## config.mk

```make
export PLATFORM = sky130hd
export DESIGN_NAME = ml_cmd_dispatcher
export DESIGN_NICKNAME = d
export VERILOG_FILES = /design/src/rtl/ml_cmd_dispatcher.sv
export SDC_FILE = /design/constraint.sdc
export NUM_CORES = 1
export LEC_CHECK = 0
export BUFFER_PORTS_ARGS = -buffer_cell sky130_fd_sc_hd__buf_2
export CAP_MARGIN = 15
export CELL_PAD_IN_SITES_DETAIL_PLACEMENT = 0
export CELL_PAD_IN_SITES_GLOBAL_PLACEMENT = 1
export CORE_ASPECT_RATIO = 1.1
export CORE_MARGIN = 4
export CORE_UTILIZATION = 45
export CTS_BUF_LIST = sky130_fd_sc_hd__clkbuf_2
export DETAILED_ROUTE_END_ITERATION = 12
export PLACE_DENSITY_LB_ADDON = 0.1
export SETUP_SLACK_MARGIN = 0.2
export SLEW_MARGIN = 20
export SYNTH_ARGS = -nofsm -noshare
export SYNTH_HDL_FRONTEND = slang
export SYNTH_SLANG_ARGS = --single-unit
```

## constraint.sdc

```tcl
create_clock -name clk -period 3.86 [get_ports clk]
set_input_delay 0.772 -clock clk [delete_from_list [all_inputs] [get_ports clk]]
set_output_delay 0.772 -clock clk [all_outputs]
set_load 0.005 [all_outputs]
```

## src/rtl/ml_cmd_dispatcher.sv

```systemverilog
// Command front-end for ml_accelerator: decodes custom-opcode ML commands, queues them
// in order, issues one at a time and returns each result as a tagged writeback.
module ml_cmd_dispatcher #(
  parameter int unsigned FIFO_DEPTH     = 4,
  parameter logic [6:0]  CUSTOM_OPCODE  = 7'b0001011,
  parameter int unsigned TIMEOUT_CYCLES = 1024
) (
  input  logic        clk,
  input  logic        rst,
  input  logic        cmd_valid,
  output logic        cmd_ready,
  input  logic [31:0] cmd_instruction,
  input  logic [31:0] cmd_rs1_data,
  input  logic [31:0] cmd_rs2_data,
  output logic        acc_start,
  output logic [1:0]  acc_op_mode,
  output logic [31:0] acc_instruction,
  output logic [31:0] acc_rs1_data,
  output logic [31:0] acc_rs2_data,
  output logic [4:0]  acc_rd_addr,
  output logic [4:0]  acc_rs1_addr,
  output logic [4:0]  acc_rs2_addr,
  input  logic        acc_ready,
  input  logic        acc_done,
  input  logic [31:0] acc_result,
  output logic        wb_valid,
  input  logic        wb_ready,
  output logic [4:0]  wb_rd_addr,
  output logic [31:0] wb_data,
  output logic        wb_error,
  output logic        busy
);

  localparam int unsigned AW = (FIFO_DEPTH > 2) ? $clog2(FIFO_DEPTH) : 1;
  localparam int unsigned CW = (TIMEOUT_CYCLES > 2) ? $clog2(TIMEOUT_CYCLES) : 1;
  localparam logic [CW-1:0] TIMEOUT_LAST = CW'(TIMEOUT_CYCLES - 1);
  localparam logic [AW:0]   PTR_ONE      = {{AW{1'b0}}, 1'b1};

  typedef struct packed {
    logic [31:0] instruction;
    logic [31:0] rs1_data;
    logic [31:0] rs2_data;
    logic [4:0]  rd_addr;
    logic [4:0]  rs1_addr;
    logic [4:0]  rs2_addr;
    logic [1:0]  op_mode;
  } cmd_entry_t;

  typedef enum logic [1:0] {
    ST_IDLE      = 2'd0,
    ST_ISSUE     = 2'd1,
    ST_WAIT_DONE = 2'd2,
    ST_WRITEBACK = 2'd3
  } state_t;

  function automatic cmd_entry_t decode_cmd(input logic [31:0] instr,
                                            input logic [31:0] rs1_data,
                                            input logic [31:0] rs2_data);
    cmd_entry_t e;
    e.instruction = instr;
    e.rs1_data    = rs1_data;
    e.rs2_data    = rs2_data;
    e.rd_addr     = instr[11:7];
    e.rs1_addr    = instr[19:15];
    e.rs2_addr    = instr[24:20];
    e.op_mode     = instr[13:12];
    return e;
  endfunction

  // funct3 values 100..111 have no accelerator mode
  function automatic logic is_illegal(input logic [31:0] instr);
    return (instr[6:0] != CUSTOM_OPCODE) || instr[14];
  endfunction

  cmd_entry_t      fifo_mem_r [FIFO_DEPTH];
  logic            fifo_ill_r [FIFO_DEPTH];
  logic [AW:0]     wr_ptr_r, rd_ptr_r;
  logic            full_s, empty_s, push_s, pop_s;
  cmd_entry_t      head_s, cur_r;
  logic            head_ill_s;
  state_t          state_r, state_next_s;
  logic            start_s, done_s, timeout_s;
  logic [31:0]     result_r;
  logic            error_r;
  logic [CW-1:0]   tmo_cnt_r;

  assign full_s     = (wr_ptr_r[AW] != rd_ptr_r[AW]) && (wr_ptr_r[AW-1:0] == rd_ptr_r[AW-1:0]);
  assign empty_s    = (wr_ptr_r == rd_ptr_r);
  assign cmd_ready  = !full_s && !rst;
  assign push_s     = cmd_valid && cmd_ready;
  assign head_s     = fifo_mem_r[rd_ptr_r[AW-1:0]];
  assign head_ill_s = fifo_ill_r[rd_ptr_r[AW-1:0]];

  // Queue storage: decoded entry and illegal flag written at push
  always_ff @(posedge clk) begin
    if (push_s) begin
      fifo_mem_r[wr_ptr_r[AW-1:0]] <= decode_cmd(cmd_instruction, cmd_rs1_data, cmd_rs2_data);
      fifo_ill_r[wr_ptr_r[AW-1:0]] <= is_illegal(cmd_instruction);
    end
  end

  // Queue pointers with wrap bit
  always_ff @(posedge clk) begin
    if (rst) begin
      wr_ptr_r <= '0;
      rd_ptr_r <= '0;
    end else begin
      if (push_s) wr_ptr_r <= wr_ptr_r + PTR_ONE;
      if (pop_s)  rd_ptr_r <= rd_ptr_r + PTR_ONE;
    end
  end

  // FSM state register
  always_ff @(posedge clk) begin
    if (rst) state_r <= ST_IDLE;
    else     state_r <= state_next_s;
  end

  // FSM next-state and per-cycle control strobes
  always_comb begin
    state_next_s = state_r;
    pop_s        = 1'b0;
    start_s      = 1'b0;
    done_s       = 1'b0;
    timeout_s    = 1'b0;
    case (state_r)
      ST_IDLE: begin
        if (!empty_s) begin
          pop_s        = 1'b1;
          state_next_s = head_ill_s ? ST_WRITEBACK : ST_ISSUE;
        end else begin
          state_next_s = ST_IDLE;
        end
      end
      ST_ISSUE: begin
        if (acc_ready) begin
          start_s      = 1'b1;
          state_next_s = ST_WAIT_DONE;
        end else begin
          state_next_s = ST_ISSUE;
        end
      end
      ST_WAIT_DONE: begin
        if (acc_done) begin
          done_s       = 1'b1;
          state_next_s = ST_WRITEBACK;
        end else if (tmo_cnt_r == TIMEOUT_LAST) begin
          timeout_s    = 1'b1;
          state_next_s = ST_WRITEBACK;
        end else begin
          state_next_s = ST_WAIT_DONE;
        end
      end
      ST_WRITEBACK: begin
        if (wb_ready) state_next_s = ST_IDLE;
        else          state_next_s = ST_WRITEBACK;
      end
      default: state_next_s = ST_IDLE;
    endcase
  end

  // Working registers: popped command, result/error and timeout counter
  always_ff @(posedge clk) begin
    if (rst) begin
      cur_r     <= '0;
      result_r  <= 32'd0;
      error_r   <= 1'b0;
      tmo_cnt_r <= '0;
    end else begin
      if (pop_s) begin
        cur_r    <= head_s;
        result_r <= 32'd0;
        error_r  <= head_ill_s;
      end else if (done_s) begin
        result_r <= acc_result;
        error_r  <= 1'b0;
      end else if (timeout_s) begin
        result_r <= 32'd0;
        error_r  <= 1'b1;
      end
      if (start_s)                      tmo_cnt_r <= '0;
      else if (state_r == ST_WAIT_DONE) tmo_cnt_r <= tmo_cnt_r + CW'(1);
    end
  end

  // acc_start must coincide with the acc_ready cycle, so it is the only Mealy output
  assign acc_start       = start_s && !rst;
  assign acc_op_mode     = cur_r.op_mode;
  assign acc_instruction = cur_r.instruction;
  assign acc_rs1_data    = cur_r.rs1_data;
  assign acc_rs2_data    = cur_r.rs2_data;
  assign acc_rd_addr     = cur_r.rd_addr;
  assign acc_rs1_addr    = cur_r.rs1_addr;
  assign acc_rs2_addr    = cur_r.rs2_addr;
  assign wb_valid        = (state_r == ST_WRITEBACK);
  assign wb_rd_addr      = cur_r.rd_addr;
  assign wb_data         = result_r;
  assign wb_error        = error_r;
  assign busy            = (state_r != ST_IDLE) || !empty_s;

endmodule

```

==> run metrics <==
status=complete, no violations; H-tree Lvls=4; Setup-failing EPs final=0; TritonCTS clock tree=done; worst slew pin tran=around 840 ps; Layout Skew=62.5 ps; DR WL met2=22,100 microns; leakage power=~9.1 nW; Longest Clk Path Bufs=3; DRC Markers=0; clk sinks=537; dpl ws=between 1000 and 1500 ps; via/cell ratio=4.99; kind of critical path=flip-flop to output pin; Arr. time, crit path=about 2400 ps; Final Hold Viols=0; Max Clk Rate=approximately 310 MHz; total core area=about 0.043 sq mm; gr usage total=0.191; Post-synth EDFFs=388; fin util=0.561; sequential element share of the synthesized area=0.744; Root Buffer=clkbuf_2; #FFs+latches synth=roughly 540; Setup WS post-layout=666 ps; wire per inst=18.6 microns; commonest non-fill, non-tap cell in the layout=edfxtp_1; clk_lat worst skew=between 1000 and 1500 ps; final WL=44,300 microns; asr flop ratio synth=0; initial antenna violation count=4; Hold WC Path Type=input pin to flip-flop; layout cells sized above 1=0.355; Tcrit/Tclk final=0.827; worst relative slew slack=0.440; Ports=just under 300; Final ANT Viol Nets=0; startpoint types=flip-flop; 1st-iter DRT viols=between 700 and 800; die height=about 230 microns; commonest non-fill, non-tap cells in the layout=388 x edfxtp_1, 287 x buf_2, 234 x nand2_1; R2R Setup Slk=1210 ps; filler cell count=roughly 3,700; critical path depth=3; Vias=about 12,000; number of max-cap violations=0; pin count of the biggest net entering global routing=just under 100; worst path cell trace=xnor2_1 -> nand4_1 -> buf_2; Worst Path Required=roughly 3100 ps; hpwl dp=around 26,000 microns; CP max stage delay=between 400 and 500 ps; Initial Utilization=0.455; peak fanout along the critical path=27; Post-Route Setup TNS=0 ps; crit path max-delay cell type=dfxtp_4; pwr dens=between 500 and 600 mW/mm^2; syn_nets=between 1,000 and 1,500; final RePlAce weighted congestion=approximately 0.74; top layer in use=met4; # port buffers=between 200 and 300; met3 wire length=roughly 2300 microns; cells on worst reg2reg path=5; unrepaired setup endpoints after global routing=false; average cell area after synthesis=between 15 and 20 sq um; Congestion Overflow GR=0; Top delay family on crit path=flip-flops; die span in x=slightly above 200 microns; fin nets=approximately 1,800; post-layout min period=3190 ps; Final Max Tran Viols=0; Synth Flop Type=edfxtp_1; Synth cell types=41; Area growth syn-to-layout=23.4%; CP Buf/Inv Count=1; DR pass1 iterations=4; global-route wire length before repair=69,900 microns; CP Capture Type=output pin; vias in the first global route=approximately 12,000; FP Rows=80; hold depth=2; post-synthesis instance area=roughly 0.020 sq mm; Inserted Clock Buffers=134; Max IR drop VDD=approximately 0.00047 V; M1 WL=just under 20,000 microns; Synthesis Warnings=0; die footprint=approximately 0.047 sq mm; Resized cells post-CTS=0; Reg clk slew, reported paths=roughly 90 ps; Syn Inst Count=between 1,000 and 1,500
==> report_power, final <==
part / total, mW / switching (mW) / leakage [nW] / internal, mW
Sequential: 7.05 / 0.338 / 4.74 / 6.71
Clock: 3.89 / 2.17 / 1.00 / 1.72
Combinational: 3.37 / 1.86 / 3.34 / 1.51
==> worst paths after layout <==
check,start,to
worst min register to register,acc_rs1_data[31],acc_rs1_data[31]
worst max register to register,rd_ptr_r[1],fifo_mem_r[0][25]
worst min-delay path,rst,wb_error
worst max-delay path,rd_ptr_r[1],busy
==> synthesized netlist by cell type, types with 2 or more instances <==
cell type,number,area share
a21o_1,2,0.00076
a21oi_1,101,0.026
a2bb2oi_1,32,0.014
and2_1,6,0.0019
buf_1,4,0.00076
buf_2,32,0.0081
buf_4,24,0.0092
clkbuf_1,32,0.0061
dfxtp_1,149,0.15
edfxtp_1,388,0.59
ha_1,6,0.0038
inv_1,8,0.0015
mux4_2,97,0.11
nand2_1,234,0.045
nand3b_1,2,0.00076
nand4_1,4,0.0013
nor2_1,47,0.0090
nor2b_1,2,0.00064
nor3_1,4,0.0010
xnor2_1,11,0.0049
xor2_1,4,0.0018
==> worst register-to-register path, cell delays in order (launching register included) <==
cell      delay [ps]
dfxtp_4          630
xnor2_1          270
a311oi_1         340
buf_4            200
and2_4           530
buf_12           310
==> routing by layer <==
metal | GRT usage | vias to the layer above
li1 | - | 5573
met1 | 0.247 | 5945
met2 | 0.319 | 329
met3 | 0.0517 | 54
met4 | 0.0616 | 0
met5 | 0 | -
==> sequential cells by signal (all words and copies together) (netlist names), named ones only <==
register         count
acc_instruction     15
acc_op_mode          2
acc_rd_addr          5
acc_rs1_addr         5
acc_rs1_data        32
acc_rs2_addr         5
acc_rs2_data        32
fifo_ill_r           4
fifo_mem_r         384
rd_ptr_r             3
state_r              2
tmo_cnt_r           10
wb_data             32
wb_error             1
wr_ptr_r             3
==> logic make-up (layout without fill, tap and decap cells) <==
| logic type | Yosys count | count (layout) | share of synthesized area |
|---|---|---|---|
| compound gates | 147 | 147 | 0.0458 |
| simple gates | 306 | 306 | 0.0621 |
| fa+ha+maj | 6 | 6 | 0.00382 |
| xor+xnor | 15 | 15 | 0.00668 |
| flops | 537 | 537 | 0.744 |
| mux | 98 | 98 | 0.112 |
| buf+inv | 100 | 696 | 0.0257 |
| other cells | 0 | 4 | 0 |
==> final cells by class <==
cell class / count / area [sq um] / share of cell area
Sequential cell: 537 / 14600 / 0.603
Multi-Input combinational cell: 572 / 4560 / 0.188
Timing Repair Buffer: 441 / 3020 / 0.124
Clock buffer: 212 / 1060 / 0.0437
Tap cell: 574 / 718 / 0.0296
Clock inverter: 35 / 239 / 0.00985
Inverter: 8 / 30.0 / 0.00124
Antenna cell: 4 / 10.0 / 0.000412
==> through the flow <==
stage | cell area, sq um | hold WS [ps] | instances | power (mW)
CTS | 24300 | 31.6 | 2379 | 14.6
global placement | 21700 | 441 | 2002 | 10.5
global route | 24300 | 65.4 | 2383 | 15.3
finish | 24300 | 194 | 2383 | 14.3
floorplan | 19700 | 453 | 1209 | 9.32
detailed placement | 21700 | 444 | 2002 | 10.5
==> what timing repair did <==
action	CTS	global route
endpoints found under the hold margin	422	0
buffers inserted	0	0
hold buffers	130	0
Power figures use the tool's default switching activity.
